`src/rtl/ahb_lite_interconnect_dec.sv`:
```
// rtl/ahb_lite_interconnect_dec.sv - AHB-Lite address decoder, default error subordinate and response mux (optional AHB_DEC_ERR_LOG_EN error log)
module ahb_lite_interconnect_dec #(
    parameter int ADDR_WIDTH            = 32,
    parameter int DATA_WIDTH            = 32,
    parameter int NO_OF_SUBORDINATES    = 3,
    parameter int BITS_FOR_SUBORDINATES = 3
) (
    input  logic                                     HCLK,
    input  logic                                     HRESET,
    input  logic [ADDR_WIDTH-1:0]                    HADDR,
    input  logic [1:0]                               HTRANS,
    output logic [NO_OF_SUBORDINATES-1:0]            HSEL,
    output logic                                     HSEL_DEF,
    input  logic [NO_OF_SUBORDINATES*DATA_WIDTH-1:0] HRDATA_S,
    input  logic [NO_OF_SUBORDINATES-1:0]            HREADYOUT_S,
    input  logic [NO_OF_SUBORDINATES-1:0]            HRESP_S,
    output logic [DATA_WIDTH-1:0]                    HRDATA,
    output logic                                     HREADY,
    output logic                                     HRESP
`ifdef AHB_DEC_ERR_LOG_EN
    ,
    output logic [15:0]                              ERR_CNT,
    output logic [ADDR_WIDTH-1:0]                    ERR_ADDR
`endif
);

    typedef enum logic [1:0] {
        ST_OK   = 2'd0,
        ST_ERR1 = 2'd1,
        ST_ERR2 = 2'd2
    } def_state_t;

    logic [BITS_FOR_SUBORDINATES-1:0] idx;
    logic [NO_OF_SUBORDINATES-1:0]    dsel_sub;
    logic                             dsel_def;
    def_state_t                       state;
    def_state_t                       state_nxt;
    logic                             def_ready;
    logic                             def_resp;
    logic                             def_start;

    assign idx       = HADDR[ADDR_WIDTH-1 -: BITS_FOR_SUBORDINATES];
    // Only active transfers (NONSEQ/SEQ) into the unmapped region earn an ERROR.
    assign def_start = HSEL_DEF && HTRANS[1];

    // Address-phase decode: region 0 and regions above the last subordinate fall to the default.
    always_comb begin
        HSEL = '0;
        for (int i = 0; i < NO_OF_SUBORDINATES; i++) begin
            if (idx == BITS_FOR_SUBORDINATES'(i + 1)) begin
                HSEL[i] = 1'b1;
            end
        end
        HSEL_DEF = ~|HSEL;
    end

    // Data-phase owner: follows the decode whenever the bus is ready, frozen during wait states.
    always_ff @(posedge HCLK or posedge HRESET) begin
        if (HRESET) begin
            dsel_sub <= '0;
            dsel_def <= 1'b1;
        end else if (HREADY) begin
            dsel_sub <= HSEL;
            dsel_def <= HSEL_DEF;
        end
    end

    // Default subordinate state register.
    always_ff @(posedge HCLK or posedge HRESET) begin
        if (HRESET) begin
            state <= ST_OK;
        end else begin
            state <= state_nxt;
        end
    end

    // Default subordinate response, a pure function of state so it cannot loop through HREADY.
    always_comb begin
        def_ready = 1'b1;
        def_resp  = 1'b0;
        case (state)
            ST_ERR1: begin
                def_ready = 1'b0;
                def_resp  = 1'b1;
            end
            ST_ERR2: begin
                def_ready = 1'b1;
                def_resp  = 1'b1;
            end
            default: begin
                def_ready = 1'b1;
                def_resp  = 1'b0;
            end
        endcase
    end

    // Default subordinate next state: two-cycle ERROR, chained when another bad transfer follows.
    always_comb begin
        state_nxt = state;
        case (state)
            ST_OK:   if (HREADY && def_start) state_nxt = ST_ERR1;
            ST_ERR1: state_nxt = ST_ERR2;
            ST_ERR2: state_nxt = def_start ? ST_ERR1 : ST_OK;
            default: state_nxt = ST_OK;
        endcase
    end

    // Response mux back to the manager, steered by the registered data-phase owner.
    always_comb begin
        HRDATA = '0;
        HREADY = def_ready;
        HRESP  = def_resp;
        for (int i = 0; i < NO_OF_SUBORDINATES; i++) begin
            if (dsel_sub[i]) begin
                HRDATA = HRDATA_S[i*DATA_WIDTH +: DATA_WIDTH];
                HREADY = HREADYOUT_S[i];
                HRESP  = HRESP_S[i];
            end
        end
    end

`ifdef AHB_DEC_ERR_LOG_EN
    logic [ADDR_WIDTH-1:0] addr_q;
    logic                  trans_unused;

    assign trans_unused = HTRANS[0];

    // Error log: address of the data-phase transfer, counted when its ERROR completes.
    always_ff @(posedge HCLK or posedge HRESET) begin
        if (HRESET) begin
            addr_q   <= '0;
            ERR_CNT  <= '0;
            ERR_ADDR <= '0;
        end else if (HREADY) begin
            addr_q <= HADDR;
            if (HRESP) begin
                if (ERR_CNT != 16'hFFFF) begin
                    ERR_CNT <= ERR_CNT + 16'd1;
                end
                ERR_ADDR <= addr_q;
            end
        end
    end
`else
    logic addr_unused;

    assign addr_unused = ^{HADDR[ADDR_WIDTH-BITS_FOR_SUBORDINATES-1:0], HTRANS[0]};
`endif

endmodule
```
`config.mk`:
```
export PLATFORM = sky130hd
export DESIGN_NAME = ahb_lite_interconnect_dec
export DESIGN_NICKNAME = d
export VERILOG_FILES = /design/src/rtl/ahb_lite_interconnect_dec.sv
export SDC_FILE = /design/constraint.sdc
export NUM_CORES = 1
export LEC_CHECK = 0
export CORE_AREA = 2 2 70 72
export DETAILED_ROUTE_END_ITERATION = 10
export DIE_AREA = 0 0 72 74
export PLACE_DENSITY = 0.85
export SYNTH_ARGS = -nofsm -noshare
export SYNTH_HDL_FRONTEND = slang
export SYNTH_SLANG_ARGS = --single-unit
```
`constraint.sdc`:
```
create_clock -name HCLK -period 3.81 [get_ports HCLK]
set_input_delay 0.762 -clock HCLK [delete_from_list [all_inputs] [get_ports HCLK]]
set_output_delay 0.762 -clock HCLK [all_outputs]
set_load 0.02 [all_outputs]
```
Word-level counts from Yosys, hierarchy flattened

Cells that the tools add are included.

Flip-flop bits (word level): 5
Bits of input ports: 138
Output and inout bits: 38

Eq/ne operators: 6
Mux-type cells: 17
Reductions and logical operators: 6

Operators with widths:

| kind                                                             | count |
|---|---|
| 32-bit two-way mux                                               | 3 |
| 1-bit two-way mux                                                | 12 |
| 3-bit by 2-bit == test with 1-bit output (second input constant) | 2 |
| 2-bit case mux with 3 select lines                               | 1 |
| 3-bit by 1-bit == test with 1-bit output (second input constant) | 1 |
| 3-bit OR reduction                                               | 1 |
| 2-bit by 1-bit == test with 1-bit output (second input constant) | 1 |
| 2-bit == test (second input constant)                            | 1 |
| 1-bit logical AND                                                | 2 |
| 2-bit zero test                                                  | 1 |
| 2-bit two-way mux                                                | 1 |
| 2-bit != test (second input constant)                            | 1 |
| 2-bit OR reduction                                               | 1 |
| 1-bit zero test                                                  | 1 |

Longest topological paths before layout

Gate-level depths: netlist of run 1.

Depth in word-level cells: 8
Depth in mapped cells: 7
Gate-level depth less buffers: 7

Least setup slack after synthesis of run 1

OpenSTA, ideal clock, no wires.

Kind: register to output
From: register dsel_sub[1]
To: output HRDATA[10]
Arrival time: 1.564 ns
Setup slack: 1.484 ns
Cell stages (with the launch flop): 5
Buffers on the path: 2
Cells stage by stage: dfrtp_1 -> clkbuf_1 -> clkbuf_1 -> a22oi_1 -> o21ai_0

Word-level cells in the longest chain between the ends: 2

Ends and longest elaborated chain:

| item                             | line | text |
|---|---|---|
| start: declaration               | 34   | `logic [NO_OF_SUBORDINATES-1:0] dsel_sub;` |
| start signal: assignment         | 60   | `dsel_sub <= '0;` |
| start signal: assignment         | 63   | `dsel_sub <= HSEL;` |
| 32-bit two-way mux (2 in series) | 114  | `if (dsel_sub[i]) begin` |
| end: declaration                 | 17   | `output logic [DATA_WIDTH-1:0] HRDATA,` |

Every way passes these cells.

Final worst setup path of run 1

From: input HREADYOUT_S[0]
To: output HREADY

Word-level cells in the longest chain between the ends: 3

Ends and longest elaborated chain:

| item                            | line | text |
|---|---|---|
| start: declaration              | 15   | `input logic [NO_OF_SUBORDINATES-1:0] HREADYOUT_S,` |
| 1-bit two-way mux (3 in series) | 114  |  |
| end: declaration                | 18   | `output logic HREADY,` |

Every way passes these cells.

==> flow_summary.json, run 1 <==
{
  "run_status": "completed",
  "synth.most_common_cell": "sky130_fd_sc_hd__nand2_1",
  "syn_inst": 157,
  "worst_setup_path_start_kind": "input port",
  "final_cell_count_no_fill": 349,
  "grt_overflow": 0,
  "critical_path.endpoint_type": "output port",
  "via_count_of_the_routed_design": 1710,
  "top_level_ports": 176,
  "power.internal_w": 0.0005717,
  "power.combinational.fraction_pct": 78.6,
  "netlist_area_mm2": 0.001011,
  "postSynthRegisterBits": 5,
  "cap_viol_max_count": 0,
  "number_of_flops_mapped_to_enable_cells_by_yosys": 0,
  "final_core_utilization_pct": 55.43,
  "synthDistinctLibCells": 28,
  "synth_top_cell_by_area": "sky130_fd_sc_hd__a22oi_1",
  "syn-mean-instance-area_um2": 6.439,
  "timing.critical_path.fanout_max": 3,
  "post-route-period-util_pct": 85.31,
  "switching_power_summed_over_all_nets_w": 0.0004842,
  "num_antenna_cells": 0,
  "final_period_minus_worst_setup_slack_ps": 3250,
  "slew_headroom_pct": 47.05,
  "dieArea_mm2": 0.005328,
  "first_global_vias": 1591,
  "clock_tree.root_cell": "sky130_fd_sc_hd__clkbuf_8",
  "critPathSlowestCell": "sky130_fd_sc_hd__clkdlybuf4s50_1",
  "port-buffer-count": 145,
  "fill_cells": 423,
  "crit_top_cell": "sky130_fd_sc_hd__clkdlybuf4s50_1",
  "cts.reportedPaths.clkPinSlew_ps": 40,
  "design_power_total_w": 0.001056,
  "clock_sink_count": 5,
  "antenna_violations_before_repair": 0,
  "core-area_mm2": 0.004598,
  "multi_input_combinational_cell_area_um2": 817.0,
  "postCtsResizedCells": 0,
  "crit_path_start": "HREADYOUT_S[0]",
  "timing.critical_path.arrival_ps": 2490,
  "area_delta_synth_final_pct": 152.1,
  "max_freq_mhz": 307.7,
  "die_w_um": 72,
  "setup_viol": 0,
  "place_inst": 345,
  "synth_nets": 300,
  "die_h_um": 74,
  "num-nets-final": 439,
  "clockPowerShare_pct": 9.7,
  "dr.first_iter.drc_count": 60,
  "route.detailed.wl_per_inst_um": 14.28,
  "leakage_nw": 0.9371,
  "gpl.final_weighted_congestion": 0.7451,
  "layout-drive-gt1-share_pct": 4.407,
  "drt_pass1_iterations": 6,
  "dpl_worst_slack_ps": 583.2,
  "total_routing_resource_utilization_after_global_routing_pct": 17.05,
  "rsz0062_at_grt": "no",
  "hold_path_class": "register to register",
  "synth_sequential_area_ratio_pct": 12.38,
  "ys_top_cells_by_area": "sky130_fd_sc_hd__a22oi_1 23%, sky130_fd_sc_hd__nand2_1 14%, sky130_fd_sc_hd__dfrtp_1 12%",
  "async_flop_share_pct": 100.0,
  "sequentialPowerShare_pct": 11.8,
  "critical_path_class": "input port to output port",
  "fin_worst_skew_ps": 2.005,
  "cts_tree": "built",
  "worst_hold_path.num_cells": 1,
  "r2r.worst_path.cells": 5,
  "worstReg2RegEnd": "dsel_sub[1]$_DFFE_PP0P_",
  "synth_flop_cell": "sky130_fd_sc_hd__dfrtp_1",
  "worstPathRequired_ps": 3050,
  "worst_case_hold_path_end_point": "state[1]$_DFFE_PP0P_",
  "cts_buffer_depth": 2,
  "power_density_mw_per_mm2": 414.3,
  "grt_start_max_net_pins": 36,
  "postRouteAntennaNets": 0,
  "timing.final.max_slew_violations": 0,
  "power.share.switching_pct": 45.86,
  "hpwl_um": 4102,
  "worstReg2RegStart": "dsel_sub[1]$_DFFE_PP0P_",
  "timing.critical_path.slowest_cell_delay_ps": 540,
  "timing_worst_slew_pin_value_ps": 794.2,
  "reg2reg_slack_ps": 1860,
  "yosys_warnings": 0,
  "netlist.area_leader.share_pct": 23.02,
  "post-route-drc-count": 0,
  "vdd_ir_drop_max_mv": 0.2676,
  "numCtsBuffers": 3,
  "detail_route.wirelength_um": 4985,
  "hold_violations": 0,
  "layout_setup_ws_ps": 559.7,
  "holdCritStartpoint": "state[1]$_DFFE_PP0P_",
  "row_count": 25,
  "clkLatencyLatePin_ps": 230,
  "wire_length_of_the_first_global_routing_pass_um": 7320,
  "seq_area_um2": 126.4,
  "cts.repair_timing.setup_buffer_count": 0,
  "crit_path_cell_trace": "clkdlybuf4s50_1 > a2111oi_2 > or2_1 > inv_2 > clkdlybuf4s50_1",
  "aggregate_negative_setup_slack_ps": 0,
  "ctsHoldBuffers": 0,
  "mean_number_of_vias_per_cell": 4.900,
  "cts_htree_levels": 1,
  "commonest_cells_in_the_netlist": "38 x sky130_fd_sc_hd__nand2_1, 31 x sky130_fd_sc_hd__a22oi_1, 18 x sky130_fd_sc_hd__o21ai_1",
  "start_util_pct": 21.99
}
## sequential cells by signal, indices dropped and copies added, names as in the netlist
| name | flops |
|---|---|
| dsel_sub | 3 |
| state | 2 |
## per-stage QoR
stage               hold slack [ps]  area (um2)
CTS                           570.0        2549
global route                  587.4        2549
global placement              530.6        2504
finish                        575.8        2549
floorplan                     511.6        1011
detailed placement            558.3        2504
## worst max-delay path by stage
stage	end	slack, ps	cells after the start
5_1_grt	HRDATA[8]	470	5
2_1_floorplan	HRDATA[10]	1480	4
4_1_cts	HREADY	560	5
6_report	HREADY	560	5
3_3_place_gp	HREADY	580	5
3_5_place_dp	HREADY	580	5
## power by group through the flow
stage	Clock (W)	Sequential (W)	Combinational (W)
3_3_place_gp	0	0.000124	0.000817
3_5_place_dp	0	0.000126	0.000833
6_report	0.000102	0.000124	0.000829
4_1_cts	0.000103	0.000125	0.000837
2_1_floorplan	0	0.0000875	0.000459
5_1_grt	0.000105	0.000130	0.000899
## cell usage in the layout (no fill, tap or decap)
cell type,netlist,final
sky130_fd_sc_hd__clkdlybuf4s50_1,0,145
sky130_fd_sc_hd__dfrtp_1,5,4
sky130_fd_sc_hd__mux2i_1,2,2
sky130_fd_sc_hd__o21ai_0,15,15
sky130_fd_sc_hd__a22oi_1,31,31
sky130_fd_sc_hd__nand3b_1,1,1
sky130_fd_sc_hd__inv_1,4,4
sky130_fd_sc_hd__o21bai_1,1,1
sky130_fd_sc_hd__nand2b_1,2,2
sky130_fd_sc_hd__clkbuf_8,0,3
sky130_fd_sc_hd__o31ai_1,1,1
sky130_fd_sc_hd__mux2_4,2,2
sky130_fd_sc_hd__ha_1,5,5
sky130_fd_sc_hd__a21oi_1,2,2
sky130_fd_sc_hd__a211o_1,1,1
sky130_fd_sc_hd__o21ai_1,18,18
sky130_fd_sc_hd__nand2_1,38,38
sky130_fd_sc_hd__clkbuf_1,14,1
sky130_fd_sc_hd__nor2b_2,0,1
sky130_fd_sc_hd__a2111oi_2,1,1
sky130_fd_sc_hd__o211ai_1,1,1
sky130_fd_sc_hd__a32o_1,1,1
sky130_fd_sc_hd__buf_4,0,3
sky130_fd_sc_hd__nor3b_1,2,2
sky130_fd_sc_hd__o221ai_1,1,1
sky130_fd_sc_hd__nor2_2,1,1
sky130_fd_sc_hd__o211a_1,1,1
sky130_fd_sc_hd__mux2_1,1,1
sky130_fd_sc_hd__nor2_1,3,3
sky130_fd_sc_hd__inv_2,1,1
sky130_fd_sc_hd__or2_1,1,1
sky130_fd_sc_hd__dfrtp_2,0,1
## logic make-up after synthesis
kind of cell,count (synthesis),share of synthesized area [%]
adder cells (fa/ha/maj),5,6.188
multiplexers,5,6.064
AO/OA/AOI/OAI,74,47.77
flip-flops,5,12.38
buffers and inverters,19,7.054
AND/OR/NAND/NOR,49,20.55
## final cells by class
class                   count  share of cell area, %
inverters                   5                 0.7364
multi-input cells         133                  32.06
flip-flops and latches      5                  4.958
well taps                  54                  2.651
clock buffers               4                  1.767
repair buffers            148                  57.83
## metal layers
layer	share of wire, %	GRT usage [%]	vias to the layer above
met3	8.7	3.252	3
met5	0	0	-
li1	-	-	854
met4	0.50	3.774	0
met2	52	33.02	82
met1	39	19.36	771
## worst max-delay path: cells and delay by family
family | cells | cell delay (ps)
AOI/OAI and AO/OA | 1 | 470
buffers and inverters | 3 | 1040
and+or+nand+nor | 1 | 210
Power figures use the tool's default switching activity.
==> inputs of run 2 (changes only) <==
--- a/config.mk
+++ b/config.mk
@@ -5,6 +5,7 @@
 export SDC_FILE = /design/constraint.sdc
 export NUM_CORES = 1
 export LEC_CHECK = 0
+export CAP_MARGIN = 30
 export CORE_AREA = 2 2 70 72
 export DETAILED_ROUTE_END_ITERATION = 10
 export DIE_AREA = 0 0 72 74
==> results of run 2 <==
The final DEF is identical to that of run 1; final timing and power are the same.
